$ cat config.mk
export PLATFORM = sky130hd
export DESIGN_NAME = latch_port_bank
export DESIGN_NICKNAME = d
export VERILOG_FILES = /design/src/rtl/latch_port_bank_pkg.sv /design/src/rtl/latch_port_bank_chan.sv /design/src/rtl/latch_port_bank.sv
export SDC_FILE = /design/constraint.sdc
export NUM_CORES = 1
export LEC_CHECK = 0
export CAP_MARGIN = 20
export CORE_ASPECT_RATIO = 0.7
export CORE_MARGIN = 2
export CORE_UTILIZATION = 38
export CTS_BUF_LIST = sky130_fd_sc_hd__clkbuf_8
export CTS_CLUSTER_DIAMETER = 150
export CTS_CLUSTER_SIZE = 20
export DETAILED_ROUTE_END_ITERATION = 8
export GPL_TIMING_DRIVEN = 1
export PLACE_DENSITY = 0.66
export SLEW_MARGIN = 20
export SYNTH_ARGS = -nofsm -noshare
export SYNTH_HDL_FRONTEND = slang
export SYNTH_SLANG_ARGS = --single-unit
$ cat constraint.sdc
create_clock -name clk -period 1.6 [get_ports clk]
set_input_delay 0.16 -clock clk [delete_from_list [all_inputs] [get_ports clk]]
set_output_delay 0.16 -clock clk [all_outputs]
set_load 0.03 [all_outputs]
$ cat src/rtl/latch_port_bank_pkg.sv
// Shared MSX definitions used by the latch port bank: channel limits,
// device type encoding and a parameter range helper.
package latch_port_bank_pkg;

    localparam int LATCH_MAX_CHANNELS  = 8;
    localparam int LATCH_MAX_WIDTH     = 8;
    localparam int LATCH_MAX_PULSE_LEN = 255;

    typedef enum logic [2:0] {
        DEV_NONE          = 3'd0,
        DEV_MEMORY_MAPPER = 3'd1,
        DEV_LATCH_PORT    = 3'd2,
        DEV_SOUND         = 3'd3,
        DEV_VIDEO         = 3'd4
    } device_t;

    // True when v lies within [lo, hi].
    function automatic bit in_range(input int v, input int lo, input int hi);
        return (v >= lo) && (v <= hi);
    endfunction

endpackage

$ cat src/rtl/latch_port_bank_chan.sv
// One latch channel: write-edge detect, stored value, optional pulse
// timer and sticky update flag.
module latch_port_chan
    import latch_port_bank_pkg::*;
#(
    parameter int WIDTH     = 8,
    parameter bit PULSE     = 1'b0,
    parameter int PULSE_LEN = 4
) (
    input  logic             clk,
    input  logic             reset_n,
    input  logic             wr_term_i,
    input  logic [WIDTH-1:0] data_i,
    input  logic             upd_ack_i,
    output logic [WIDTH-1:0] value_o,
    output logic             upd_o
);

    localparam logic [7:0] LEN_C = 8'(PULSE_LEN);

    logic             edge_q,  edge_d;
    logic [WIDTH-1:0] value_q, value_d;
    logic [7:0]       cnt_q,   cnt_d;
    logic             upd_q,   upd_d;
    logic             wr_evt_s;

    // The edge register holds the previous write term; it resets high so a
    // term already asserted at reset release is not seen as a new write.
    assign wr_evt_s = wr_term_i & ~edge_q;

    // Next-state: pulse countdown first, then a write event overrides it.
    always_comb begin
        edge_d  = wr_term_i;
        value_d = value_q;
        cnt_d   = cnt_q;
        upd_d   = upd_q;
        if (PULSE && (cnt_q != 8'd0)) begin
            cnt_d = cnt_q - 8'd1;
            if (cnt_q == 8'd1) begin
                value_d = '0;
            end else begin
                value_d = value_q;
            end
        end else begin
            cnt_d = cnt_q;
        end
        if (wr_evt_s) begin
            value_d = data_i;
            upd_d   = 1'b1;
            if (PULSE) begin
                cnt_d = LEN_C;
            end else begin
                cnt_d = 8'd0;
            end
        end else if (upd_ack_i) begin
            upd_d = 1'b0;
        end else begin
            upd_d = upd_q;
        end
    end

    // Channel state registers with asynchronous clear.
    always_ff @(posedge clk or negedge reset_n) begin
        if (!reset_n) begin
            edge_q  <= 1'b1;
            value_q <= '0;
            cnt_q   <= 8'd0;
            upd_q   <= 1'b0;
        end else begin
            edge_q  <= edge_d;
            value_q <= value_d;
            cnt_q   <= cnt_d;
            upd_q   <= upd_d;
        end
    end

    assign value_o = value_q;
    assign upd_o   = upd_q;

endmodule

$ cat src/rtl/latch_port_bank.sv
// Bank of CPU-writable IO latch channels with combinational readback and
// a device-bus selected output toward the memory mapper.
module latch_port_bank
    import latch_port_bank_pkg::*;
#(
    parameter int                  CHANNELS   = 3,
    parameter int                  WIDTH      = 8,
    parameter logic [CHANNELS-1:0] PULSE_MODE = '0,
    parameter int                  PULSE_LEN  = 4
) (
    input  logic                clk,
    input  logic                reset_n,
    input  logic                req,
    input  logic                iorq,
    input  logic                m1,
    input  logic                wr,
    input  logic                rd,
    input  logic [7:0]          data_in,
    input  logic [CHANNELS-1:0] sel,
    output logic [7:0]          rd_data,
    output logic                rd_hit,
    input  logic                dev_sel,
    input  logic [2:0]          dev_num,
    output logic [WIDTH-1:0]    data_to_mapper,
    output logic [CHANNELS-1:0] upd,
    input  logic [CHANNELS-1:0] upd_ack
);

    if (!in_range(CHANNELS, 1, LATCH_MAX_CHANNELS)) begin : g_bad_channels
        $error("latch_port_bank: CHANNELS out of range 1..8");
    end
    if (!in_range(WIDTH, 1, LATCH_MAX_WIDTH)) begin : g_bad_width
        $error("latch_port_bank: WIDTH out of range 1..8");
    end
    if (!in_range(PULSE_LEN, 1, LATCH_MAX_PULSE_LEN)) begin : g_bad_pulse_len
        $error("latch_port_bank: PULSE_LEN out of range 1..255");
    end

    logic             io_en_s;
    logic             wr_base_s;
    logic             rd_base_s;
    logic [WIDTH-1:0] value_s [CHANNELS];

    assign io_en_s   = iorq & ~m1;
    assign wr_base_s = req & io_en_s & wr;
    assign rd_base_s = req & io_en_s & rd;

    for (genvar gi = 0; gi < CHANNELS; gi++) begin : g_chan
        latch_port_chan #(
            .WIDTH     (WIDTH),
            .PULSE     (PULSE_MODE[gi]),
            .PULSE_LEN (PULSE_LEN)
        ) u_chan (
            .clk       (clk),
            .reset_n   (reset_n),
            .wr_term_i (wr_base_s & sel[gi]),
            .data_i    (data_in[WIDTH-1:0]),
            .upd_ack_i (upd_ack[gi]),
            .value_o   (value_s[gi]),
            .upd_o     (upd[gi])
        );
    end

    // Readback mux: scan high to low so the lowest selected index wins.
    always_comb begin
        rd_data = 8'hFF;
        rd_hit  = 1'b0;
        for (int i = CHANNELS - 1; i >= 0; i--) begin
            if (rd_base_s && sel[i]) begin
                rd_data            = 8'h00;
                rd_data[WIDTH-1:0] = value_s[i];
                rd_hit             = 1'b1;
            end else begin
                rd_hit = rd_hit;
            end
        end
    end

    // Mapper output: selected channel value, all ones for no/invalid channel.
    always_comb begin
        data_to_mapper = '1;
        for (int i = 0; i < CHANNELS; i++) begin
            if (dev_sel && (dev_num == 3'(i))) begin
                data_to_mapper = value_s[i];
            end else begin
                data_to_mapper = data_to_mapper;
            end
        end
    end

endmodule
=== After elaboration in Yosys (flattened, before gate mapping) ===
Cells that the tools add are included.

* Logic and storage cells: 50
* Register bits after elaboration: 30

* Eq/ne operators: 2
* Bitwise operators: 14
* Multiplexer cells: 15
* Reduce and logical (&&, ||, !) cells: 10

{| class="wikitable"
|+ Operators by type and width
! operator !! count
|-
| $mux 8 || 6
|-
| $and 1x1->1 || 10
|-
| $mux 1 || 9
|-
| $logic_and 1x1->1 || 6
|-
| $reduce_bool 2->1 || 3
|-
| $not 1->1 || 4
|-
| $eq 3x1->1 const B || 1
|-
| $eq 3x2->1 const B || 1
|-
| $logic_not 3->1 || 1
|}

=== Depth between registers and ports, before layout ===
Gate-level depths: netlist of run 1.

* Depth after elaboration: 8
* Depth in mapped cells: 5
* Mapped depth without buffers: 3

=== By module ===
From an unflattened synthesis of run 1, not the netlist that was laid out.

* Cells, all modules: 146
* Area total of the unflattened synthesis: 1778.0 µm²

{| class="wikitable"
|+ By module, submodules not included
! module !! instances !! area an instance (µm²) !! seq. area each (µm²) !! cells each
|-
| latch_port_chan || 3 || 409.1 || 251.5 || 22
|-
| latch_port_bank || 1 || 550.5 || 0.0 || 80
|}

=== Worst setup path after synthesis of run 1 ===
OpenSTA, ideal clock, no wires.

* Path type: input-to-output
* From: in dev_num[0]
* To: out data_to_mapper[0]
* Slack: 0.151 ns
* Data required time: 1.440 ns
* Arrival time: 1.289 ns
* Path buffers: 2
* Stages on the path: 5
* Cell sequence: buf_2 -> nand4bb_1 -> clkbuf_1 -> nor2_1 -> a21oi_1

* Cells in the longest elaborated chain, start to end: 5
* Elaborated cells on any way between the ends: 9
* Those cells by class: eq/ne: 2; mux: 3; reduce/logical: 4

{| class="wikitable"
|+ Ends and longest elaborated chain
! what !! RTL line !! source
|-
| from (decl) || latch_port_bank.sv:23 || <nowiki>input logic [2:0] dev_num,</nowiki>
|-
| $logic_not 3->1 || latch_port_bank.sv:83 || <nowiki>if (dev_sel && (dev_num == 3'(i))) begin</nowiki>
|-
| $logic_and 1x1->1 || latch_port_bank.sv:83 ||
|-
| $mux 8 (2 in a row) || latch_port_bank.sv:83 ||
|-
| $mux 8 (*) || latch_port_bank.sv:83 ||
|-
| to (decl) || latch_port_bank.sv:24 || <nowiki>output logic [WIDTH-1:0] data_to_mapper,</nowiki>
|}

Every way passes the cells marked *; elsewhere a longest branch is shown, timed or not.

=== Worst setup path after layout of run 1 ===
* From: in dev_num[0]
* To: out data_to_mapper[5]

Same word-level chain as after synthesis.

==> impl_metrics.yaml, run 1 <==
run_status:
  status: "finished clean"
cells_and_area:
  fin_cells: 256
  area_growth_pct: 46.2
  insertedDiodeCount: 0
  drive_gt1_frac: 0.397
  layout.nets: 228
clocking:
  clk_path_buf_depth: 2
  cts-root-buf: "clkbuf_8"
  clock-sinks: 30
  h-tree-depth: 2
  cts.clk_slew.worst_paths_ns: 0.07
  insertion_delay_ns: 0.28
  ctsHoldBuffers: 0
  cts_tree: "built"
  cts_buffers: 5
detailed_routing:
  first_pass_iters: 4
  ant_nets: 0
  wire_per_inst_um: 17.0
  drt-total-wl_um: 4350
  route.vias.total: 1303
  drcViolationCount: 0
  first_iter_violations: 112
  via_per_inst: 5.09
grt:
  grt_pass1_wl_um: 6770
  top_usage_layer: "met2"
  grt_max_degree: 31
  antenna_found_initial: 0
  grt_pass1_vias: 1407
  grt_usage: 0.194
  grt_util_met3: 0.0521
  gr-total-overflow: 0
  gr-usage-met2: 0.312
  met1_usage: 0.255
logic_synthesis:
  yosysWarnings: 0
  synth_ff_type: "dfrtp_1"
  ys_seq_area_frac: 0.469
  synth.net_count: 164
  synth_edf_count: 0
  synth_area_per_cell_um2: 11.6
  ys_ff_latch: 30
  ys_types: 26
  async_flop_share: 1.00
  synthCells: 139
  syn-cell-area_um2: 1610
timing:
  relSlewSlack: 0.749
  final.setup.tns_ns: 0
  hold_viol: 0
  worst_pin_slew_ns: 0.376
  fmax_ghz: 0.643
  rsz0062_at_grt: "true"
  fin_crit_sh: 0.972
  finalSetupViolCount: 0
  fin_crit_ns: 1.56
  skew_ns: 0.00532
  final_max_slew_viol_count: 0
floorplanning:
  die_y_um: 58.5
  die_area_um2: 4780
  core_area_um2: 3990
  die_x_um: 81.8
  io_pins: 45
  start_util: 0.403
  rows: 19
critical_path:
  slowest_stage: "clkdlybuf4s50_1"
  worstSetupPathType: "primary input to output pin"
  end_kind: "output pin"
  max_stage_delay_ns: 0.53
  crit_buf_inv: 3
  crit_family: "buffers and inverters"
  crit_required_ns: 1.44
  cp_cell_sequence: "clkdlybuf4s50_1 -> nand4bb_4 -> buf_12 -> nor2_1 -> a21oi_1 -> buf_4"
  worstPathArrival_ns: 1.40
  path_max_fanout: 8
  start_kind: "primary input"
power_and_ir_drop:
  p_seq_frac: 0.465
  sw_frac_of_total: 0.288
  powerDensity_nw_per_um2: 940
  ir_drop_uv: 588
  p_int_w: 0.00158
  clkPwrFrac: 0.283
  comb_power_share: 0.252
  switchingPower_w: 0.000637
  leakagePower_nw: 1.10
place:
  place_congestion: 0.806
  post-dp-hpwl_um: 3130
  dp.cells: 247
  portBuffers: 44
run:
  cap_violations: 0
worst_hold_path:
  hp-class: "primary input to async pin"
==> Yosys cell counts (all sizes together) (2+ instances only) <==
master | count | share of area
nand4b | 2 | 0.020
inv | 10 | 0.023
mux2i | 9 | 0.056
and2 | 3 | 0.012
nor2 | 17 | 0.040
mux2 | 24 | 0.17
a2bb2oi | 8 | 0.044
dfrtp | 27 | 0.42
buf | 6 | 0.023
a21oi | 8 | 0.025
a21o | 3 | 0.014
a22o | 7 | 0.038
clkbuf | 2 | 0.0047
dfstp | 3 | 0.049
nor3b | 4 | 0.040
==> per-stage QoR <==
step | util | cell area (um2) | setup WS, ns | power [W] | hold WS, ns
floorplan | - | 1610 | 0.151 | 0.00136 | -0.136
global placement | 0.552 | 2200 | -0.111 | 0.00154 | 0.461
detailed placement | 0.552 | 2200 | -0.155 | 0.00157 | 0.480
CTS | 0.584 | 2330 | 0.0183 | 0.00223 | 0.271
global route | 0.590 | 2350 | -0.0177 | 0.00233 | 0.312
finish | 0.590 | 2350 | 0.0447 | 0.00221 | 0.259
==> state kept, by name, summed over array words and instances, names as in the netlist <==
signal and flops:
g_chan.u_chan.upd_o 3, g_chan.u_chan.edge_q 3, g_chan.u_chan.value_o 24
==> power by group through the flow <==
stage / Combinational, W / Clock, W / Sequential (W)
3_3_place_gp: 0.000517 / 0 / 0.00103
2_1_floorplan: 0.000354 / 0 / 0.00100
6_report: 0.000559 / 0.000627 / 0.00103
4_1_cts: 0.000556 / 0.000644 / 0.00103
5_1_grt: 0.000606 / 0.000680 / 0.00105
3_5_place_dp: 0.000541 / 0 / 0.00103
==> layer usage <==
metal,wire (um),up-vias
met1,2040,636
met5,0,-
li1,-,624
met2,2060,38
met4,37,0
met3,212,5
==> kinds of logic after synthesis <==
logic type / synth area share
muxes: 0.224
and+or+nand+nor: 0.137
DFF: 0.469
AOI/OAI and AO/OA: 0.120
buffers and inverters: 0.0505
==> what timing repair did <==
| action | 4_1_cts | 5_1_grt |
|---|---|---|
| endpoints found under the setup margin | 8 | 3 |
| buffers inserted | 1 | 0 |
| gates resized for setup | 11 | 2 |
| pin swaps | 1 | 0 |
| endpoints found under the hold margin | 0 | 0 |
==> worst paths after layout <==
path                                              start                     endpoint  slack (ns)  cells after the start
worst max-delay path                         dev_num[0]            data_to_mapper[5]        0.04                      6
worst min-delay path                            reset_n  g_chan[0].u_chan.value_o[4]        0.26                      2
worst max register to register  g_chan[0].u_chan.edge_q  g_chan[0].u_chan.value_o[0]        0.39                      3
worst min register to register   g_chan[0].u_chan.upd_o       g_chan[0].u_chan.upd_o        0.49                      1
max in group asynchronous                       reset_n      g_chan[2].u_chan.edge_q        1.02                      2
min in group clk                             upd_ack[0]       g_chan[0].u_chan.upd_o        0.46                      3
==> final cells by class <==
cell class | count | area (um2)
flip-flops and latches | 30 | 754
well taps | 52 | 65.1
inverters | 10 | 37.5
clock inverters | 2 | 8.76
fillers | 332 | 1640
clock buffers | 6 | 82.6
multi-input cells | 91 | 823
repair buffers | 65 | 583
==> placed cells by master (no fill, tap or decap), drive strengths merged, types with 7 or more instances in the layout <==
master,n
a21oi,8
a22o,7
a2bb2oi,8
buf,38
clkdlybuf4s50,23
dfrtp,27
inv,11
mux2,24
mux2i,9
nor2,17
Note: power is estimated with default switching activity, not from simulation.
==> inputs of run 2 (changes only) <==
--- a/config.mk
+++ b/config.mk
@@ -10,8 +10,7 @@
 export CORE_MARGIN = 2
 export CORE_UTILIZATION = 38
 export CTS_BUF_LIST = sky130_fd_sc_hd__clkbuf_8
-export CTS_CLUSTER_DIAMETER = 150
-export CTS_CLUSTER_SIZE = 20
+export CTS_CLUSTER_SIZE = 10
 export DETAILED_ROUTE_END_ITERATION = 8
 export GPL_TIMING_DRIVEN = 1
 export PLACE_DENSITY = 0.66
==> results of run 2 <==
Same layout as run 1: the final DEF is identical, and so are final timing and power.
==> inputs of run 3 (changes only) <==
--- a/config.mk
+++ b/config.mk
@@ -6,14 +6,16 @@
 export NUM_CORES = 1
 export LEC_CHECK = 0
 export CAP_MARGIN = 20
+export CELL_PAD_IN_SITES_DETAIL_PLACEMENT = 1
+export CELL_PAD_IN_SITES_GLOBAL_PLACEMENT = 2
 export CORE_ASPECT_RATIO = 0.7
 export CORE_MARGIN = 2
-export CORE_UTILIZATION = 38
+export CORE_UTILIZATION = 31
 export CTS_BUF_LIST = sky130_fd_sc_hd__clkbuf_8
 export CTS_CLUSTER_SIZE = 10
 export DETAILED_ROUTE_END_ITERATION = 8
 export GPL_TIMING_DRIVEN = 1
-export PLACE_DENSITY = 0.66
+export PLACE_DENSITY_LB_ADDON = 0.1
 export SLEW_MARGIN = 20
 export SYNTH_ARGS = -nofsm -noshare
 export SYNTH_HDL_FRONTEND = slang
==> run 3 against run 2 <==
Against the previous run:
- critical path depth shrank 1
- wire length grew 8.9%
- sequential power is essentially flat
- clock skew grew 0.00079 ns
- combinational power grew 2%
- cell count grew 6.3%
- non-clock buffer count shrank 1
- maximum frequency grew 1.1%
- core utilization shrank 9.3 points
- register-to-register slack lost 0.04 ns
- global-route usage shrank 1.8 points
- critical endpoint is now data_to_mapper[2]
- highest routed layer unchanged
==> impl_metrics.yaml, run 3 (same netlist as run 1, synthesis figures left out) <==
place:
  post-dp-hpwl_um: 3300
  dp.cells: 260
  portBuffers: 44
  place_congestion: 0.773
grt:
  grt_pass1_vias: 1455
  grt_usage: 0.177
  grt_max_degree: 31
  antenna_found_initial: 0
  grt_pass1_wl_um: 7810
  gr-total-overflow: 0
power_and_ir_drop:
  sw_frac_of_total: 0.278
  clkPwrFrac: 0.313
  p_total_w: 0.00232
  switchingPower_w: 0.000645
  p_int_w: 0.00168
  leakagePower_nw: 1.14
  comb_power_share: 0.245
  p_seq_frac: 0.442
  powerDensity_nw_per_um2: 957
  ir_drop_uv: 464
critical_path:
  crit_buf_inv: 3
  timing.rr.end: "g_chan[0].u_chan.value_o[3]"
  worstPathArrival_ns: 1.38
  path_max_fanout: 8
  start_kind: "primary input"
  max_stage_delay_ns: 0.48
  reg2reg_slack_ns: 0.35
  cp_cell_sequence: "clkdlybuf4s50_1 -> buf_4 -> mux2i_1 -> a21oi_1 -> buf_4"
  worstSetupPathType: "primary input to output pin"
  reg2regPathDepth: 3
  end_kind: "output pin"
  timing.rr.start: "g_chan[0].u_chan.edge_q"
  crit_family: "buffers and inverters"
  crit_required_ns: 1.44
  slowest_stage: "clkdlybuf4s50_1"
  cp_common_cell: "buf_4"
  crit_start: "dev_num[0]"
detailed_routing:
  route.vias.total: 1305
  first_pass_iters: 4
  wire_per_inst_um: 17.4
  drt-total-wl_um: 4740
  first_iter_violations: 12
  ant_nets: 0
  drcViolationCount: 0
  via_per_inst: 4.80
timing:
  fin_crit_ns: 1.54
  final_max_slew_viol_count: 0
  fin_crit_sh: 0.962
  relSlewSlack: 0.733
  finalSetupViolCount: 0
  fmax_ghz: 0.650
  skew_ns: 0.00612
  worst_pin_slew_ns: 0.401
  hold_viol: 0
  rsz0062_at_grt: "true"
clocking:
  clock-sinks: 30
  cts.clk_slew.worst_paths_ns: 0.07
  cts_buffers: 5
  cts_tree: "built"
  cts-root-buf: "clkbuf_8"
  h-tree-depth: 2
  clk_path_buf_depth: 2
  ctsHoldBuffers: 0
  insertion_delay_ns: 0.28
floorplanning:
  start_util: 0.329
  io_pins: 45
  die_x_um: 90.1
  die_y_um: 64.3
  die_area_um2: 5800
  core_area_um2: 4890
  rows: 21
cells_and_area:
  layout.nets: 227
  insertedDiodeCount: 0
  final_cell_mix: "buf_4, dfrtp_1, mux2_2"
  largest_register_ffs: 24
  layout_commonest_cell: "buf_4"
  drive_gt1_frac: 0.389
  fin_cells: 272
  area_growth_pct: 50.8
worst_hold_path:
  holdPathStages: 2
  holdPathEnd: "g_chan[0].u_chan.edge_q"
  hp-start: "sel[0]"
  hp-class: "primary input to flop"
run_status:
  status: "finished clean"
run:
  cap_violations: 0
==> run 3: metrics by stage <==
step / TNS (ns) / setup WS [ns] / hold WS [ns] / cell area, um2 / utilization
3_5_place_dp: -5.05 / -0.185 / 0.467 / 2230 / 0.457
2_1_floorplan: 0 / 0.151 / -0.136 / 1610 / -
6_report: 0 / 0.0610 / 0.218 / 2430 / 0.497
4_1_cts: 0 / 0.0253 / 0.294 / 2410 / 0.494
5_1_grt: -0.00384 / -0.00381 / 0.219 / 2430 / 0.497
3_3_place_gp: -3.79 / -0.145 / 0.461 / 2230 / 0.457
==> run 3: final cells by class <==
class / instances / area [um2]
tap: 69 / 86.3
sequential: 30 / 754
fill: 545 / 2460
timing repair buffer: 64 / 636
multi-input combinational: 91 / 805
clock buffer: 8 / 110
inverter: 10 / 37.5
==> run 3: power groups by stage <==
stage,Sequential [W],Clock (W),Combinational [W]
5_1_grt,0.00105,0.000787,0.000621
6_report,0.00103,0.000728,0.000569
3_5_place_dp,0.00104,0,0.000547
2_1_floorplan,0.00100,0,0.000354
3_3_place_gp,0.00103,0,0.000522
4_1_cts,0.00102,0.000756,0.000570
==> run 3: how the worst max path moves through the flow <==
stage	to	slack (ns)	cells past startpoint
after detailed placement	g_chan[0].u_chan.value_o[3]	-0.19	5
final	data_to_mapper[2]	0.06	5
after global placement	g_chan[0].u_chan.value_o[0]	-0.15	5
after floorplan	data_to_mapper[0]	0.15	5
after global routing	data_to_mapper[0]	-0.004	5
after CTS	rd_data[4]	0.03	5
==> run 3: per-layer routing <==
metal  wire length (um)  GRT usage  up-vias
met5                  0          0        -
met4                 58     0.0596        0
met3                207     0.0413        7
met2               2310      0.302       35
met1               2160      0.222      642
li1                   -          -      621
==> run 3: what timing repair did <==
action / 4_1_cts / 5_1_grt
setup endpoints to repair: 8 / 7
setup buffers: 3 / 0
gates cloned: 1 / 0
resized for setup: 8 / 4
pin swaps: 1 / 2
